$ cat config.mk
export PLATFORM = sky130hd
export DESIGN_NAME = fetch_pc_ctrl
export DESIGN_NICKNAME = d
export VERILOG_FILES = /design/src/rtl/fetch_pc_ctrl.sv
export SDC_FILE = /design/constraint.sdc
export NUM_CORES = 1
export LEC_CHECK = 0
export CAP_MARGIN = 5
export CORE_UTILIZATION = 25
export DETAILED_ROUTE_END_ITERATION = 7
export GPL_ROUTABILITY_DRIVEN = 0
export PLACE_DENSITY = 0.61
export REMOVE_ABC_BUFFERS = 1
export SLEW_MARGIN = 20
export SYNTH_ARGS = -nofsm -noshare
export SYNTH_HDL_FRONTEND = slang
export SYNTH_SLANG_ARGS = --single-unit
export TNS_END_PERCENT = 100
$ cat constraint.sdc
create_clock -name clk -period 2.4 [get_ports clk]
set_input_delay 0.48 -clock clk [delete_from_list [all_inputs] [get_ports clk]]
set_output_delay 0.48 -clock clk [all_outputs]
set_load 0.01 [all_outputs]
$ cat src/rtl/fetch_pc_ctrl.sv
// Fetch PC register with redirect priority, instruction-memory address
// decode and fetch address-error detection.
module fetch_pc_ctrl #(
  parameter logic [31:0] RESET_PC  = 32'h0000_3000,
  parameter logic [31:0] EXC_ENTRY = 32'h0000_4180,
  parameter logic [31:0] IM_BASE   = 32'h0000_3000,
  parameter int unsigned IM_AW     = 12
) (
  input  logic             clk,
  input  logic             reset,
  input  logic             stall,
  input  logic [31:0]      npc,
  input  logic             exc_req,
  input  logic             eret,
  input  logic [31:0]      epc,
  output logic [31:0]      pc,
  output logic [IM_AW-1:0] im_addr,
  output logic             adel,
  output logic             redirected,
  output logic [31:0]      adv_cnt
);

  // Range bounds held at 33 bits so the upper limit cannot wrap.
  localparam logic [32:0] IM_LO = {1'b0, IM_BASE};
  localparam logic [32:0] IM_HI = {1'b0, IM_BASE} + (33'd4 << IM_AW);

  logic [32:0] pc_ext;
  logic        misaligned;
  logic        out_of_range;

  assign pc_ext = {1'b0, pc};

  // Fetch address error and word index, purely from the current pc.
  always_comb begin
    misaligned   = (pc[1:0] != 2'b00);
    out_of_range = (pc_ext < IM_LO) || (pc_ext >= IM_HI);
    adel         = misaligned || out_of_range;
    im_addr      = '0;
    if (!adel) begin
      im_addr = IM_AW'((pc - IM_BASE) >> 2);
    end
  end

  // PC update: reset > exc_req > eret > stall > npc; count every load.
  always_ff @(posedge clk) begin
    if (reset) begin
      pc         <= RESET_PC;
      redirected <= 1'b0;
      adv_cnt    <= '0;
    end else if (exc_req) begin
      pc         <= EXC_ENTRY;
      redirected <= 1'b1;
      adv_cnt    <= adv_cnt + 32'd1;
    end else if (eret) begin
      pc         <= epc;
      redirected <= 1'b1;
      adv_cnt    <= adv_cnt + 32'd1;
    end else if (stall) begin
      redirected <= 1'b0;
    end else begin
      pc         <= npc;
      redirected <= 1'b0;
      adv_cnt    <= adv_cnt + 32'd1;
    end
  end

endmodule
* After elaboration in Yosys (flattened, before gate mapping)
Index checks and enable logic that the tools add are counted.
** Word-level totals
- Logic and storage cells :: 23
- Output and inout bits :: 78
- Input port bits :: 69
- Register bits :: 65
** Operators by class
- Add/subtract/negate cells :: 2
- Muxes and demuxes :: 9
- Equality and inequality tests :: 2
- $lt $le $gt $ge :: 2
- Reductions and logical operators :: 4
** Operators with widths (number)
- $mux 32 :: 5
- $add 32x1->32 const B :: 1
- $ge 32x15->1 const B :: 1
- $lt 32x14->1 const B :: 1
- $mux 15 :: 1
- $sub 14x14->14 const B :: 1
- $mux 12 :: 1
- $ne 3x1->1 const B :: 1
- $logic_or 1x1->1 :: 2
- $mux 1 :: 2
- $ne 2x1->1 const B :: 1
- $reduce_bool 2->1 :: 1
- $reduce_or 2->1 :: 1

* Longest topological paths before layout
- Depth after elaboration :: 4
- Mapped depth :: 7

* Worst setup path before layout
Ideal clock, no wire load.
- Path kind :: input-to-reg
- Start :: in stall
- End :: reg adv_cnt[22]
- Arrival time :: 2.012 ns
- Slack :: 0.267 ns
- Library setup time :: 0.121 ns
- Stages :: 7
- Path buffers :: 3
- Cell sequence :: clkbuf_1 > nor3b_1 > clkbuf_1 > or3_1 > clkbuf_1 > nor4_1 > mux2_2
** On the way
- Word-level cells in the longest chain between the ends :: 1
** Ends and longest elaborated chain
- from (decl) :: RTL line 11 : input logic stall,
- $ne 3x1->1 (no line)
- to (signal assigned) :: RTL line 53 : adv_cnt <= adv_cnt + 32'd1;
- to (signal assigned) :: RTL line 57 : adv_cnt <= adv_cnt + 32'd1;
- to (signal assigned) :: RTL line 63 : adv_cnt <= adv_cnt + 32'd1;
- to (decl) :: RTL line 20 : output logic [31:0] adv_cnt
No other way between the ends.
A chain may end at the register's enable or synchronous reset.

* Worst setup path in the final report
- Start :: reg pc[29]
- End :: out im_addr[0]
** On the way
- Word-level cells in the longest chain between the ends :: 4
- Elaborated cells between the ends (all ways) :: 5
- Classes of those cells :: 2 x order compare; 1 x mux; 2 x reduce/logical
** Ends and longest elaborated chain
- from (decl) :: RTL line 16 : output logic [31:0] pc,
- from (signal assigned) :: RTL line 55 : pc <= epc;
- from (signal assigned) :: RTL line 61 : pc <= npc;
- $lt 32x14->1 / $ge 32x15->1 (equally long branches) :: RTL line 36 : out_of_range = (pc_ext < IM_LO) || (pc_ext >= IM_HI);
- $logic_or 1x1->1 (*) :: RTL line 36
- $logic_or 1x1->1 (*) :: RTL line 37 : adel = misaligned || out_of_range;
- $mux 12 (*) :: RTL line 39 : if (!adel) begin
- to (decl) :: RTL line 17 : output logic [IM_AW-1:0] im_addr,
Every way passes the cells marked *; elsewhere a longest branch is shown, timed or not.

==> results.txt <==
Residual DRC -> 0
max-slew violations -> 0
cell area after synthesis -> 3190 sq um
Clk pwr share -> 0.453
DRT Pass-1 Iters -> 4
Min Hold Slack -> 0.512 ns
GRT Total Usage -> 0.159
# rows -> 40
clock buffer depth -> 2
fill cell count -> 1243
CTS Sinks -> 65
sequential share of the synthesized area -> 0.408
Synthesis Warnings -> 0
vias in the first global route -> 3173
Routed wire per std cell -> 14.7 microns
CORE AREA -> 12200 sq um
share of cells above drive strength 1 -> 0.138
CP required -> 1.92 ns
Crit Reg-Reg Endpoint -> adv_cnt[27]
Hold Fails Final Rpt -> 0
hold buffers post-CTS -> 0
latest clock arrival within the worst-skew pair -> 0.33 ns
CP Capture Type -> primary output
hold crit path type -> reg -> reg
sequential power share -> 0.395
RSZ-0062 raised after global routing -> yes
Vias -> 3328
Pleak -> 1.98 nW
switching share of power -> 0.232
RR Startpoint -> adv_cnt[17]
Die W -> 115 microns
Worst EP arrival -> 1.86 ns
DIE HEIGHT -> 115 microns
Die Area -> 13200 sq um
fin crit period -> 2.34 ns
pin count of the biggest net entering global routing -> 63
Tcrit/Tclk final -> 0.975
Hold Path Sink -> adv_cnt[16]
maxcap violations -> 0
initial drt markers -> 145
nets@finish -> 612
crit path max fanout -> 6
initial antenna violation count -> 1
met1 wire length -> 4590 microns
Startpoint Class -> register
Ports -> 147
area leader, netlist -> dfxtp_1
flop and latch count out of synthesis -> 65
syn avg cell area -> 8.25 sq um
cell with the most instances after synthesis -> nor2_1
Switch Pwr -> 0.670 mW
DR WL met2 -> 4840 microns
Finished Cell Area -> 5270 sq um
P_int -> 2.22 mW
CTS root buf -> clkbuf_16
Distinct cells, synth -> 30
total grt overflow -> 0
Max IR drop VDD -> 0.000350 V
Area growth syn-to-layout -> 65.1%
worst-margin pin slew -> 0.632 ns
Clock Skew -> 0.00490 ns
dominant synthesized flop cell -> dfxtp_1
Vias/cell -> 4.66
worst hold path depth -> 2
Worst-path clk slew -> 0.06 ns
Post-Route WL -> 10500 microns
post-synthesis cell count -> 387
CTS Buf Count -> 9
placed inst area -> 4870 sq um
Post-synth EDFFs -> 0
final setup fails -> 0
total negative slack -> 0 ns
combinational share of power -> 0.151
pre-CTS setup slack -> 0.00255 ns
first-pass GRT wire length -> 16100 microns
number of port buffers -> 146
Worst R2R Setup Slack -> 0.20 ns
hpwl dp -> 7570 microns
Initial Utilization -> 0.261
met3 wire length -> 900 microns
Final Non-Filler Cells -> 714
setup ws final -> 0.0606 ns
H-Tree Depth -> 3
Worst Hold Launch -> adv_cnt[16]
relative slew slack -> 0.579
leading post-synthesis cells by cell area -> dfxtp_1 41%, mux2i_1 10%, nor2_1 8.6%
path type of the worst setup path -> reg -> out
CTS tree -> built
FFs w/ async S/R, synth -> 0
area fraction of the dominant cell type after synthesis -> 0.408
Fmax -> 427 MHz
status -> completed
PwrDens -> 549 nW/um^2
Inst Count DP -> 690
most frequent cells after synthesis -> 73 x nor2_1, 65 x dfxtp_1, 46 x a21oi_1
uppermost layer routed -> met4
antenna viol nets, final -> 0
R2R cell count -> 4
## sequential cells by signal, summed over array words and instances (netlist names)
signal / count
pc: 32
redirected: 1
adv_cnt: 32
## layer usage
| layer | vias up | GRT usage |
|---|---|---|
| met5 | - | 0 |
| met2 | 130 | 0.272 |
| met3 | 12 | 0.0506 |
| li1 | 1676 | - |
| met1 | 1510 | 0.185 |
| met4 | 0 | 0.0571 |
## timing repair
| action | 4_1_cts | 5_1_grt |
|---|---|---|
| pin swaps | 3 | 3 |
| setup endpoints to repair | 13 | 9 |
| setup buffers | 5 | 3 |
| resized for setup | 24 | 24 |
## power by group through the flow
stage	Clock (mW)	Sequential (mW)	Combinational, mW
6_report	1.31	1.14	0.438
3_5_place_dp	0	1.16	0.411
5_1_grt	1.39	1.15	0.478
3_3_place_gp	0	1.16	0.406
2_1_floorplan	0	1.17	0.124
4_1_cts	1.34	1.14	0.426
## final cells by class
type	instances	area, sq um	area share
clock inverters	3	40.0	0.00760
multi-input cells	284	1810	0.343
clock buffers	12	256	0.0487
well taps	168	210	0.0399
flip-flops and latches	65	1310	0.248
repair buffers	172	1610	0.306
diodes	1	2.50	0.000475
inverters	9	33.8	0.00641
## worst max-delay path: stages, from the launching register on
cell and delay, ns:
dfxtp_1 0.33, nor4_2 0.30, nand4_1 0.18, nor2_2 0.11
buf_4 0.15, buf_4 0.11, and2_1 0.12, clkdlybuf4s15_1 0.23
## logic make-up (layout without fill, tap and decap cells)
group	count (synthesis)	in the layout	synth area share
compound gates	65	65	0.113
simple gates	165	165	0.261
buf+inv	38	196	0.0482
other cells	0	1	0
mux	41	41	0.132
fa+ha+maj	2	2	0.00784
flops	65	65	0.408
xor+xnor	11	11	0.0302
## cell usage in the layout (no fill, tap or decap), drive strengths merged
cell type      count
nor2b              6
bufinv             1
clkinv             2
or4               14
diode              1
nor3               3
buf               30
or3                5
a21o               2
xnor2              8
nor2              73
clkdlybuf4s15      2
dfxtp             65
and4               1
nor4              14
a21oi             46
clkbuf            17
mux2               9
o31ai             12
or2                2
nand3              9
nand4             10
xor2               3
clkdlybuf4s50    131
nand2             13
ha                 2
inv                9
dlygate4sd2        4
and2              12
mux2i             32
o21ai              5
nor3b              2
or3b               1
## per-stage QoR
stage               utilization  power [mW]
detailed placement        0.399        1.57
global route              0.431        3.01
floorplan                     -        1.30
global placement          0.399        1.57
CTS                       0.428        2.90
finish                    0.431        2.89
## worst max path at each step
stage	start	end	slack, ns	cells after the start
finish	pc[29]	im_addr[0]	0.06	7
CTS	pc[13]	im_addr[7]	-0.03	9
global placement	exc_req	adv_cnt[14]	0.04	7
global route	pc[29]	im_addr[0]	-0.1	7
detailed placement	exc_req	adv_cnt[20]	0.003	7
floorplan	adv_cnt[8]	adv_cnt[23]	0.28	4
Power figures use the tool's default switching activity.
